--- src/rtl/iack_pkg.sv ---
// Shared types and constants for the interrupt acknowledge responder.
package iack_pkg;

  localparam int unsigned LVL_W   = 3;
  localparam int unsigned NUM_SRC = 7;

  localparam logic [7:0] AUTOVEC_BASE     = 8'h18;
  localparam logic [7:0] SPURIOUS_VEC_DEF = 8'h18;

  // state  | meaning
  // IDLE   | waiting for a qualified IACK strobe
  // ACK    | wb_ack_o asserted for this single cycle
  // WAIT   | ack given, holding until the strobe is released
  typedef enum logic [1:0] {
    ST_IDLE = 2'd0,
    ST_ACK  = 2'd1,
    ST_WAIT = 2'd2
  } iack_state_e;

  // Highest set pending bit as a 1-based level; 0 when nothing is pending.
  function automatic logic [LVL_W-1:0] encode_level(input logic [NUM_SRC-1:0] pend);
    logic [LVL_W-1:0] lvl;
    lvl = '0;
    for (int i = 0; i < NUM_SRC; i++) begin
      if (pend[i]) lvl = LVL_W'(i + 1);
    end
    return lvl;
  endfunction

endpackage

--- src/rtl/irq_pending_latch.sv ---
// One interrupt source: rising-edge detect feeding a pending bit where a new
// edge beats a simultaneous acknowledge clear.
module irq_pending_latch (
  input  logic wb_clk_i,
  input  logic wb_reset_n_i,
  input  logic req,
  input  logic clr,
  output logic pending
);

  logic req_r;
  logic rise;

  assign rise = req & ~req_r;

  // Previous request sample for edge detection.
  always_ff @(posedge wb_clk_i or negedge wb_reset_n_i) begin
    if (!wb_reset_n_i) req_r <= 1'b0;
    else               req_r <= req;
  end

  // Pending bit: set on an edge, cleared on acknowledge, set wins a tie.
  always_ff @(posedge wb_clk_i or negedge wb_reset_n_i) begin
    if (!wb_reset_n_i) pending <= 1'b0;
    else if (rise)     pending <= 1'b1;
    else if (clr)      pending <= 1'b0;
  end

endmodule

--- src/rtl/interrupt_ack_responder.sv ---
// Latches peripheral interrupt edges, presents the highest pending level to
// the 68000 core and answers its IACK bus cycle with a vector or autovector.
//
// state  | meaning
// IDLE   | waiting for a qualified IACK strobe (cyc & stb & iack)
// ACK    | response registered, wb_ack_o high for exactly this cycle
// WAIT   | holding until wb_stb_i drops so a held strobe is not re-acked
module interrupt_ack_responder
  import iack_pkg::*;
#(
  parameter logic [7:0] VEC_BASE     = 8'h40,
  parameter logic [6:0] AUTOVEC_MASK = 7'h00,
  parameter logic [7:0] SPURIOUS_VEC = SPURIOUS_VEC_DEF
) (
  input  logic             wb_clk_i,
  input  logic             wb_reset_n_i,
  input  logic [6:0]       int_i,
  output logic [LVL_W-1:0] ipl_o,
  input  logic             wb_cyc_i,
  input  logic             wb_stb_i,
  input  logic             iack_i,
  input  logic [2:0]       wb_adr_i,
  output logic [7:0]       wb_dat_o,
  output logic             wb_ack_o,
  output logic             avec_o
);

  iack_state_e        state;
  iack_state_e        state_next;
  logic [NUM_SRC-1:0] pending;
  logic [NUM_SRC-1:0] pend_clr;
  logic               load_rsp;
  logic               iack_qual;
  logic               lvl_pending;
  logic               lvl_autovec;
  logic [7:0]         pend_ext;
  logic [7:0]         mask_ext;
  logic [7:0]         lvl_sel;

  // Level 0 maps to bit 0 of the extended vectors, which is never set, so
  // adr=0 naturally falls through to the spurious response.
  assign pend_ext    = {pending, 1'b0};
  assign mask_ext    = {AUTOVEC_MASK, 1'b0};
  assign lvl_sel     = 8'd1 << wb_adr_i;
  assign lvl_pending = pend_ext[wb_adr_i];
  assign lvl_autovec = mask_ext[wb_adr_i];
  assign iack_qual   = wb_cyc_i & wb_stb_i & iack_i;

  for (genvar g = 0; g < NUM_SRC; g++) begin : g_src
    irq_pending_latch u_latch (
      .wb_clk_i     (wb_clk_i),
      .wb_reset_n_i (wb_reset_n_i),
      .req          (int_i[g]),
      .clr          (pend_clr[g]),
      .pending      (pending[g])
    );
  end

  // Registered priority level toward the core.
  always_ff @(posedge wb_clk_i or negedge wb_reset_n_i) begin
    if (!wb_reset_n_i) ipl_o <= '0;
    else               ipl_o <= encode_level(pending);
  end

  // FSM state register.
  always_ff @(posedge wb_clk_i or negedge wb_reset_n_i) begin
    if (!wb_reset_n_i) state <= ST_IDLE;
    else               state <= state_next;
  end

  // Next-state decode, response load strobe and pending clear.
  always_comb begin
    state_next = state;
    load_rsp   = 1'b0;
    pend_clr   = '0;
    case (state)
      ST_IDLE: begin
        if (iack_qual) begin
          load_rsp   = 1'b1;
          state_next = ST_ACK;
          if (lvl_pending) pend_clr = lvl_sel[7:1];
        end
      end
      ST_ACK:  state_next = ST_WAIT;
      ST_WAIT: if (!wb_stb_i) state_next = ST_IDLE;
      default: state_next = ST_IDLE;
    endcase
  end

  assign wb_ack_o = (state == ST_ACK);

  // Response data, held until the next IACK is decoded.
  always_ff @(posedge wb_clk_i or negedge wb_reset_n_i) begin
    if (!wb_reset_n_i) begin
      wb_dat_o <= 8'h00;
      avec_o   <= 1'b0;
    end else if (load_rsp) begin
      if (lvl_pending && lvl_autovec) begin
        wb_dat_o <= AUTOVEC_BASE + {5'b0, wb_adr_i};
        avec_o   <= 1'b1;
      end else if (lvl_pending) begin
        wb_dat_o <= VEC_BASE + {5'b0, wb_adr_i} - 8'd1;
        avec_o   <= 1'b0;
      end else begin
        wb_dat_o <= SPURIOUS_VEC;
        avec_o   <= 1'b0;
      end
    end
  end

endmodule

--- config.mk ---
export PLATFORM = sky130hd
export DESIGN_NAME = interrupt_ack_responder
export DESIGN_NICKNAME = d
export VERILOG_FILES = /design/src/rtl/iack_pkg.sv /design/src/rtl/irq_pending_latch.sv /design/src/rtl/interrupt_ack_responder.sv
export SDC_FILE = /design/constraint.sdc
export NUM_CORES = 1
export LEC_CHECK = 0
export CORE_MARGIN = 3
export CORE_UTILIZATION = 49
export CTS_BUF_LIST = sky130_fd_sc_hd__clkbuf_8 sky130_fd_sc_hd__clkbuf_16
export CTS_CLUSTER_SIZE = 28
export DETAILED_ROUTE_END_ITERATION = 12
export PLACE_DENSITY = 0.78
export SKIP_CTS_REPAIR_TIMING = 1
export SLEW_MARGIN = 20
export SYNTH_ARGS = -nofsm -noshare
export SYNTH_HDL_FRONTEND = slang
export SYNTH_HIERARCHICAL = 1
export SYNTH_SLANG_ARGS = --single-unit
--- constraint.sdc ---
create_clock -name wb_clk_i -period 1.4 [get_ports wb_clk_i]
set_input_delay 0.35 -clock wb_clk_i [delete_from_list [all_inputs] [get_ports wb_clk_i]]
set_output_delay 0.35 -clock wb_clk_i [all_outputs]
set_load 0.02 [all_outputs]
==> impl_metrics.ini <==
[pwr]
intPower_w = 0.00139
p_per_area_nw_per_um2 = 1050
p_seq_share_pct = 46.1
ir_worst_vdd_uv = 824
p_leak_nw = 0.996
pwr-share-clk_pct = 33.1
combPwrFrac_pct = 20.8
switching_share_pct = 24.3
switchingPower_w = 0.000446

[global_route]
grt_pass1_vias = 856
grt_usage_pct = 15.7
globalRouteOverflowTotal = 0
grt_pass1_wl_um = 3930
antenna_found_initial = 0
grt_max_degree = 27

[clock_network]
clkSlewWorstSetupHoldPaths_ps = 90
cts_tree = built
cts_max_level = 1
insertion_delay_ps = 260
clkSinkCount = 26
clk_path_buf_depth = 2
cts_made_buffers = 3
root_buffer = clkbuf_8

[critical_path]
worst_ep_required_time_ps = 1550
crit_type = flip-flop to flip-flop
startpoint_type = flip-flop
worst_setup_path_end_kind = flip-flop
path_max_fanout = 6
worstPathArrival_ps = 1530

[placement]
hpwlAfterDp_um = 1700
port_buffers = 25
place_congestion = 0.856
post_dp_cell_area_um2 = 1580

[synth]
syn-mean-instance-area_um2 = 11.5
async_reset_ff_share_pct = 100
synth_simple_gate_area_share_pct = 12.6
netlist_instances = 106
synthTopCellsByCount = dfrtp_1, inv_1, o22ai_2
synth_top_family_by_area = compound AO/OA/AOI/OAI gates
synth_compound_area_share_pct = 15.4
synthMuxAreaShare_pct = 3.70
ys.flop_type = dfrtp_1
synth_top_area_share_pct = 53.4
yosysWarnings = 6
yosys.area.top_type = dfrtp_1
synth-xor-area-share_pct = 0
yosysSeqAreaShare_pct = 53.4
yosysMostFrequentCell = dfrtp_1
synth_area_leaders = dfrtp_1, o22ai_2, ha_1
synthAdderAreaFrac_pct = 6.17
synth_edf_count = 0
ys_ff_latch = 26
synth_area_um2 = 1220
synth_cell_type_count = 28

[timing]
fin_crit_ps = 1380
drv_slew = 0
fin_crit_sh_pct = 98.5
hold_violations = 0
clock.fmax_ghz = 0.725
finalSetupViolations = 0
setup_tns_ps = 0
rsz0062_at_grt = yes
fin_skew_ps = 3.84

[cells_and_area]
final_cell_area_um2 = 1740
nets = 169
area_growth_pct = 43.0
antenna_cells = 0
drive_above_1_share_pct = 28.6

[die]
io_pins = 28
core_area_um2 = 2280
die_area_um2 = 3120
die_h_um = 55.8
initial_core_util_pct = 53.5
fp-row-count = 17
die_width_um = 55.8

[detailed_routing]
via_per_inst = 5.12
drc = 0
post_drt_wl_per_cell_um = 15.2
first_pass_iters = 5
ant_nets = 0
vias = 896
routed_wl_um = 2650
drt-initial-drc-count = 26

[run]
drv_cap = 0

[worst_hold_path]
min_path_type = input pin to async pin

[outcome]
outcome = finished clean
-- final timing paths --
| path | start | end | slack [ps] | depth (start not counted) |
|---|---|---|---|---|
| setup / recovery | g_src[2].u_latch/pending | g_src[3].u_latch/pending | 20 | 5 |
| hold / removal | wb_reset_n_i | wb_dat_o[2] | 430 | 2 |
| setup reg to reg | g_src[2].u_latch/pending | g_src[3].u_latch/pending | 20 | 5 |
| hold reg to reg | g_src[1].u_latch/req_r | g_src[1].u_latch/pending | 440 | 1 |
| max in group asynchronous | wb_reset_n_i | g_src[6].u_latch/pending | 820 | 2 |
| min in group wb_clk_i | g_src[1].u_latch/req_r | g_src[1].u_latch/pending | 440 | 1 |
-- through the flow --
step                power [W]  cells  utilization, %  setup slack [ps]  hold slack (ps)
floorplan             0.00103    107               -              47.6             54.4
global placement      0.00122    168            69.4              -536              430
detailed placement    0.00122    168            69.4              -627              439
CTS                   0.00183    172            72.5              -401              434
global route          0.00191    175            76.5             -45.9              452
finish                0.00183    175            76.5              21.0              430
-- critical path, stage by stage (launching register included) --
cell     delay (ps)
dfrtp_1         410
mux2i_1         130
o31ai_4         270
nor2_2          130
nor3b_2         250
o22ai_2          80
-- cell usage in the layout, fill, tap and decap left out, types with 2 or more instances in the layout --
cell type / netlist / final
dlymetal6s2s_1: 0 / 13
o22ai_2: 8 / 8
clkdlybuf4s50_1: 0 / 10
nor2_1: 4 / 4
o31ai_1: 3 / 2
nand2b_1: 3 / 3
o21ai_0: 3 / 3
and3_1: 3 / 3
conb_1: 1 / 2
dfrtp_1: 26 / 26
inv_1: 19 / 17
buf_4: 2 / 12
ha_1: 6 / 6
and3_2: 3 / 3
inv_2: 0 / 2
buf_6: 1 / 2
clkbuf_8: 0 / 3
mux2i_1: 3 / 2
nand2_1: 7 / 7
-- registers in the layout, indices dropped and copies added, names as in the netlist --
register and count:
g_src.u_latch/req_r 7, wb_dat_o 7, state 2, ipl_o 3, g_src.u_latch/pending 7
-- power by group through the flow --
stage | Clock [W] | Sequential [W] | Combinational, W
after global routing | 0.000648 | 0.000854 | 0.000411
after global placement | 0 | 0.000856 | 0.000360
after floorplan | 0 | 0.000907 | 0.000121
after detailed placement | 0 | 0.000861 | 0.000364
final | 0.000607 | 0.000846 | 0.000381
after CTS | 0.000612 | 0.000846 | 0.000370
-- logic make-up after synthesis --
logic type / Yosys count
simple gates: 27
flops: 26
buf+inv: 23
mux: 4
other cells: 1
fa+ha+maj: 6
compound gates: 19
-- layout make-up --
type	instances	area (um^2)
Sequential cell	26	651
Fill cell	156	536
Multi-Input combinational cell	58	507
Timing Repair Buffer	40	405
Inverter	19	71.3
Clock buffer	3	41.3
Tap cell	28	35.0
Clock inverter	1	30.0
-- layer usage --
layer	track usage (%)	part of all wire (%)
met1	20.0	42
met2	27.0	52
met3	2.78	4.1
met4	5.08	1.6
met5	0	0
No activity file was read; power rests on OpenSTA's default activity.
